$ cat src/rtl/rank_filter_3x3.sv
// 3x3 rank filter: median, minimum, maximum or centre bypass per channel.
// Three stages (row sort, column sort, select) with one shared stall enable.
module rank_filter_3x3 #(
    parameter int DATA_WIDTH = 8,
    parameter int CHANNELS   = 1
) (
    input  logic                           clk,
    input  logic                           rst,
    input  logic [1:0]                     mode,
    input  logic                           in3x3_val,
    output logic                           in3x3_rdy,
    input  logic [9*DATA_WIDTH*CHANNELS-1:0] in3x3_data,
    input  logic                           in3x3_sof,
    input  logic                           in3x3_eof,
    input  logic                           in3x3_sol,
    input  logic                           in3x3_eol,
    output logic                           out_val,
    input  logic                           out_rdy,
    output logic [DATA_WIDTH*CHANNELS-1:0] out_data,
    output logic                           out_sof,
    output logic                           out_eof,
    output logic                           out_sol,
    output logic                           out_eol,
    output logic [1:0]                     active_mode
);
    localparam int DW = DATA_WIDTH;
    localparam int C  = CHANNELS;

    function automatic logic [3*DW-1:0] sort3(
        input logic [DW-1:0] a,
        input logic [DW-1:0] b,
        input logic [DW-1:0] c
    );
        logic [DW-1:0] lo, hi, mn, md, mx;
        lo = (b < a) ? b : a;
        hi = (b < a) ? a : b;
        mn = (c < lo) ? c : lo;
        mx = (c > hi) ? c : hi;
        md = (c > hi) ? hi : ((c < lo) ? lo : c);
        return {mx, md, mn};
    endfunction

    logic          en;
    logic          in_fire;
    logic [1:0]    beat_mode;

    logic [DW-1:0] n1_lo [C][3];
    logic [DW-1:0] n1_md [C][3];
    logic [DW-1:0] n1_hi [C][3];
    logic [DW-1:0] s1_lo [C][3];
    logic [DW-1:0] s1_md [C][3];
    logic [DW-1:0] s1_hi [C][3];
    logic [DW-1:0] s1_p4 [C];
    logic [1:0]    s1_mode;
    logic [3:0]    s1_mk;
    logic          s1_v;

    logic [DW-1:0] n2_lo [C];
    logic [DW-1:0] n2_a  [C];
    logic [DW-1:0] n2_b  [C];
    logic [DW-1:0] n2_c  [C];
    logic [DW-1:0] n2_hi [C];
    logic [DW-1:0] s2_lo [C];
    logic [DW-1:0] s2_a  [C];
    logic [DW-1:0] s2_b  [C];
    logic [DW-1:0] s2_c  [C];
    logic [DW-1:0] s2_hi [C];
    logic [DW-1:0] s2_p4 [C];
    logic [1:0]    s2_mode;
    logic [3:0]    s2_mk;
    logic          s2_v;

    logic [DW*C-1:0] n3;
    logic [3:0]      out_mk;

    assign en        = !out_val || out_rdy;
    assign in3x3_rdy = en;
    assign in_fire   = in3x3_val && en;
    // A sof beat takes the live mode; others inherit the frame's latched mode.
    assign beat_mode = in3x3_sof ? mode : active_mode;
    assign {out_sof, out_eof, out_sol, out_eol} = out_mk;

    always_comb begin
        logic [3*DW-1:0] t;
        t = '0;
        for (int c = 0; c < C; c++) begin
            for (int r = 0; r < 3; r++) begin
                t = sort3(in3x3_data[(c*9+r*3)*DW +: DW],
                          in3x3_data[(c*9+r*3+1)*DW +: DW],
                          in3x3_data[(c*9+r*3+2)*DW +: DW]);
                n1_lo[c][r] = t[0 +: DW];
                n1_md[c][r] = t[DW +: DW];
                n1_hi[c][r] = t[2*DW +: DW];
            end
        end
    end

    always_comb begin
        logic [3*DW-1:0] t;
        t = '0;
        for (int c = 0; c < C; c++) begin
            t = sort3(s1_lo[c][0], s1_lo[c][1], s1_lo[c][2]);
            n2_lo[c] = t[0 +: DW];
            n2_a[c]  = t[2*DW +: DW];
            t = sort3(s1_md[c][0], s1_md[c][1], s1_md[c][2]);
            n2_b[c]  = t[DW +: DW];
            t = sort3(s1_hi[c][0], s1_hi[c][1], s1_hi[c][2]);
            n2_c[c]  = t[0 +: DW];
            n2_hi[c] = t[2*DW +: DW];
        end
    end

    always_comb begin
        logic [3*DW-1:0] t;
        t  = '0;
        n3 = '0;
        for (int c = 0; c < C; c++) begin
            t = sort3(s2_a[c], s2_b[c], s2_c[c]);
            unique case (s2_mode)
                2'b00: n3[c*DW +: DW] = t[DW +: DW];
                2'b01: n3[c*DW +: DW] = s2_lo[c];
                2'b10: n3[c*DW +: DW] = s2_hi[c];
                2'b11: n3[c*DW +: DW] = s2_p4[c];
            endcase
        end
    end

    always_ff @(posedge clk or posedge rst) begin
        if (rst) begin
            active_mode <= 2'b00;
        end else if (in_fire && in3x3_sof) begin
            active_mode <= mode;
        end
    end

    always_ff @(posedge clk or posedge rst) begin
        if (rst) begin
            for (int c = 0; c < C; c++) begin
                for (int r = 0; r < 3; r++) begin
                    s1_lo[c][r] <= '0;
                    s1_md[c][r] <= '0;
                    s1_hi[c][r] <= '0;
                end
                s1_p4[c] <= '0;
                s2_lo[c] <= '0;
                s2_a[c]  <= '0;
                s2_b[c]  <= '0;
                s2_c[c]  <= '0;
                s2_hi[c] <= '0;
                s2_p4[c] <= '0;
            end
            s1_mode  <= 2'b00;
            s1_mk    <= '0;
            s1_v     <= 1'b0;
            s2_mode  <= 2'b00;
            s2_mk    <= '0;
            s2_v     <= 1'b0;
            out_data <= '0;
            out_mk   <= '0;
            out_val  <= 1'b0;
        end else if (en) begin
            for (int c = 0; c < C; c++) begin
                for (int r = 0; r < 3; r++) begin
                    s1_lo[c][r] <= n1_lo[c][r];
                    s1_md[c][r] <= n1_md[c][r];
                    s1_hi[c][r] <= n1_hi[c][r];
                end
                s1_p4[c] <= in3x3_data[(c*9+4)*DW +: DW];
                s2_lo[c] <= n2_lo[c];
                s2_a[c]  <= n2_a[c];
                s2_b[c]  <= n2_b[c];
                s2_c[c]  <= n2_c[c];
                s2_hi[c] <= n2_hi[c];
                s2_p4[c] <= s1_p4[c];
            end
            s1_mode  <= beat_mode;
            s1_mk    <= {in3x3_sof, in3x3_eof, in3x3_sol, in3x3_eol};
            s1_v     <= in3x3_val;
            s2_mode  <= s1_mode;
            s2_mk    <= s1_mk;
            s2_v     <= s1_v;
            out_data <= n3;
            out_mk   <= s2_mk;
            out_val  <= s2_v;
        end
    end
endmodule

$ cat config.mk
export PLATFORM = sky130hd
export DESIGN_NAME = rank_filter_3x3
export DESIGN_NICKNAME = d
export VERILOG_FILES = /design/src/rtl/rank_filter_3x3.sv
export SDC_FILE = /design/constraint.sdc
export NUM_CORES = 1
export LEC_CHECK = 0
export ABC_CLOCK_PERIOD_IN_PS = 5460
export BUFFER_PORTS_ARGS = -buffer_cell sky130_fd_sc_hd__buf_2
export CAP_MARGIN = 15
export CORE_MARGIN = 5
export CORE_UTILIZATION = 28
export DETAILED_ROUTE_END_ITERATION = 6
export SETUP_SLACK_MARGIN = 0.1
export SLEW_MARGIN = 20
export SYNTH_ARGS = -nofsm -noshare
export SYNTH_HDL_FRONTEND = slang
export SYNTH_SLANG_ARGS = --single-unit
$ cat constraint.sdc
create_clock -name clk -period 5.46 [get_ports clk]
set_input_delay 1.092 -clock clk [delete_from_list [all_inputs] [get_ports clk]]
set_output_delay 1.092 -clock clk [all_outputs]
set_load 0.05 [all_outputs]
==> impl_metrics.env <==
export IMPL_syn_num_nets=1687
export IMPL_cts_buffer_depth=2
export IMPL_ys_seq_area_frac=0.311
export IMPL_grt_pass1_vias=10500
export IMPL_worstPathArrival_ns=4.88
export IMPL_dp_hpwl_microns=27500
export IMPL_drc=0
export IMPL_gp_congestion=0.916
export IMPL_switchingPower_w=0.00442
export IMPL_hold_viol_final=0
export IMPL_leakage_nw=7.10
export IMPL_cts_hold_buffers=0
export IMPL_via_count=10700
export IMPL_grt_pass1_wl_microns=57200
export IMPL_fp_dieH_microns=222
export IMPL_rsz0062_at_grt="false"
export IMPL_post_place_ws_ns=0.491
export IMPL_clockPowerShare=0.132
export IMPL_path_class="primary input to flip-flop"
export IMPL_period_share=0.839
export IMPL_outcome="finished, final reports clean"
export IMPL_worstSetupStartpoint="in3x3_data[25]"
export IMPL_viasPerCell=5.05
export IMPL_fin_area_sq_um=14300
export IMPL_cts_htree_levels=4
export IMPL_drive_gt1_frac=0.140
export IMPL_syn_inst=1451
export IMPL_rows=77
export IMPL_wl_microns=35200
export IMPL_endpoint_kind="flip-flop"
export IMPL_drt_antenna_violating_nets=0
export IMPL_max_freq_ghz=0.218
export IMPL_ys_warnings_count=0
export IMPL_cap_viol_max_count=0
export IMPL_path_common_cell="o21ai_0"
export IMPL_seq_power_share=0.249
export IMPL_multiInputGateArea_sq_um=7930
export IMPL_pin_count=98
export IMPL_syn2layout_area_growth_pct=13.0
export IMPL_crit_path_end="s1_md[9]"
export IMPL_postCtsSetupBuffers=0
export IMPL_power_share_switching=0.490
export IMPL_grt_max_degree=184
export IMPL_clock_latency_ns=0.44
export IMPL_wl_per_cell_microns=16.6
export IMPL_path_max_fanout=23
export IMPL_relSlewSlack=0.375
export IMPL_drt_first_pass_iters=5
export IMPL_n_antenna_cell=0
export IMPL_antenna_found_initial=0
export IMPL_die_area_sq_um=49500
export IMPL_core_area_sq_um=44400
export IMPL_tightestPinTransition_ns=0.938
export IMPL_root_buffer="clkbuf_16"
export IMPL_ir_drop_mv=0.301
export IMPL_max_stage_delay_ns=0.76
export IMPL_netlist_area_sq_um=12600
export IMPL_p_per_area_nw_per_um2=632
export IMPL_cp_data_required_time_ns=5.76
export IMPL_seq_area_sq_um=3930
export IMPL_finalSetupViolCount=0
export IMPL_dpl_cell_area_sq_um=13700
export IMPL_crit_chain="buf_2 -> inv_1 -> ha_1 -> o21ai_0 -> o21ai_0 -> a21oi_2 -> mux2_2 -> inv_1 -> ha_1 -> a21o_1 -> a21oi_1 -> a21o_1 -> a22o_1 -> nor2_1 -> a22oi_1 -> o21ai_0"
export IMPL_fp_dieW_microns=222
export IMPL_hold_class="flip-flop to flip-flop"
export IMPL_path_depth=16
export IMPL_r2r_start="s1_hi[13]"
export IMPL_fin_worst_skew_ns=0.00981
export IMPL_cellInternalPower_w=0.00460
export IMPL_tns_ns=0
export IMPL_track_usage=0.140
export IMPL_r2r_slack_ns=1.02
export IMPL_start_util=0.284
export IMPL_slew_viol_final=0
export IMPL_clock_sinks=157
export IMPL_yosys_cell_types_count=68
export IMPL_worstReg2RegEnd="s2_c[2]"
export IMPL_synthArstFlopShare=1.00
export IMPL_cts_reportedPaths_clkPinSlew_ns=0.07
export IMPL_ys_ff_latch=157
export IMPL_cts_made_buffers=17
export IMPL_avgSynthCellArea_sq_um=8.71
export IMPL_cts_tree="yes"
export IMPL_drtIter0Drc=704
export IMPL_post_cts_resized=0
export IMPL_crit_buf_inv=3
export IMPL_grt_overflow_total=0
export IMPL_fillers=4606
export IMPL_reg2reg_depth=15
export IMPL_synth_main_ff_cell="dfrtp_1"
export IMPL_startpoint_type="primary input"
export IMPL_layout_nets=1751
export IMPL_fin_ws_ns=0.879
export IMPL_fin_crit_ns=4.58
export IMPL_cp_slowest_cell="a21oi_2"
export IMPL_p_total_w=0.00902
export IMPL_combPwrFrac=0.619
export IMPL_synth_edf_count=0
export IMPL_portBuffers=97
export IMPL_critical_path_top_delay_family="compound AO/OA/AOI/OAI gates"
## layout make-up
type	count	area share
timing repair buffer	110	0.0426
tap	592	0.0519
inverter	123	0.0328
sequential	157	0.275
multi-input combinational	1106	0.556
clock buffer	17	0.0298
clock inverter	15	0.0118
## metrics by stage
stage / std cells / hold slack [ns] / utilization
final: 2120 / 0.469 / 0.321
after global routing: 2120 / 0.485 / 0.321
after CTS: 2120 / 0.475 / 0.321
after detailed placement: 2088 / 0.455 / 0.308
after global placement: 2088 / 0.448 / 0.308
after floorplan: 1451 / 0.430 / -
## worst min path at each step
stage	from	endpoint	slack, ns	cells past startpoint
2_1_floorplan	s2_v	s2_v	0.43	2
3_3_place_gp	s2_v	s2_v	0.45	2
3_5_place_dp	out_mk[3]	out_mk[3]	0.45	2
4_1_cts	out_mk[3]	out_mk[3]	0.47	2
5_1_grt	s2_v	out_val	0.49	1
6_report	s2_v	out_val	0.47	1
## power groups by stage
stage	clock network [W]	logic, W	registers, W
final	0.00119	0.00558	0.00225
after global routing	0.00126	0.00625	0.00232
after CTS	0.00122	0.00557	0.00225
after detailed placement	0	0.00552	0.00227
after global placement	0	0.00539	0.00226
after floorplan	0	0.00423	0.00216
## registers in the layout, indices dropped and copies added (netlist names), 8 cells and up
register	cells
s2_c	8
s2_a	8
out_data	8
s2_p4	8
s1_hi	24
s2_b	8
s2_lo	8
s1_lo	24
s2_hi	8
s1_md	24
s1_p4	8
## kinds of logic (layout without fill, tap and decap cells)
logic type | Yosys count | after routing | share of synthesized area
adders and majority gates | 154 | 154 | 0.153
muxes | 171 | 171 | 0.140
DFF | 157 | 157 | 0.311
AOI/OAI and AO/OA | 378 | 378 | 0.194
and+or+nand+nor | 403 | 403 | 0.141
buffers and inverters | 188 | 265 | 0.0617
## cell usage in the layout, fill, tap and decap left out, types with 5 or more instances in the layout
master     Yosys  layout
nand2_1      206     206
dfrtp_1      157     157
ha_1         154     154
mux2i_1      124     124
inv_1        122     121
o21ai_0      105     105
buf_2          6      97
a21oi_1       93      93
nor2_1        86      86
mux2_2        46      46
a21o_1        36      36
nor3_1        30      30
o21a_1        29      29
and3_1        18      18
nand3_1       18      18
o211ai_1      17      17
clkbuf_16      0      17
a22oi_1       15      15
a221oi_1      14      14
nand2b_1      11      11
buf_4          8      11
o22ai_1       10      10
a211oi_1      10      10
o221ai_1       8       8
nor2b_1        7       6
and4_1         6       6
o21ai_1        5       5
nand4_1        5       5
inv_6          0       5
## metal layers
layer	track usage	wire, microns	share of wire	vias to the layer above
li1	-	-	-	5320
met1	0.194	16600	0.47	5121
met2	0.236	16800	0.48	231
met3	0.0156	1200	0.034	41
met4	0.0314	619	0.018	0
met5	0	0	0	-
## cells in the mapped netlist (7+ instances only)
cell type    n  area share
and3_1      18      0.0089
o21ai_0    105       0.042
nor3_1      30       0.012
o21a_1      29       0.017
a21oi_1     93       0.037
nor2b_1      7      0.0035
o221ai_1     8      0.0055
nand3_1     18      0.0071
a21o_1      36       0.021
inv_1      122       0.036
o211ai_1    17       0.010
nor2_1      86       0.026
a22oi_1     15      0.0089
o22ai_1     10      0.0050
buf_4        8      0.0048
clkbuf_1    42       0.012
mux2_2      46       0.041
ha_1       154        0.15
mux2i_1    124       0.098
a211oi_1    10      0.0059
dfrtp_1    157        0.31
a221oi_1    14      0.0097
nand2_1    206       0.061
nand2b_1    11      0.0054
No activity file was read; power rests on OpenSTA's default activity.
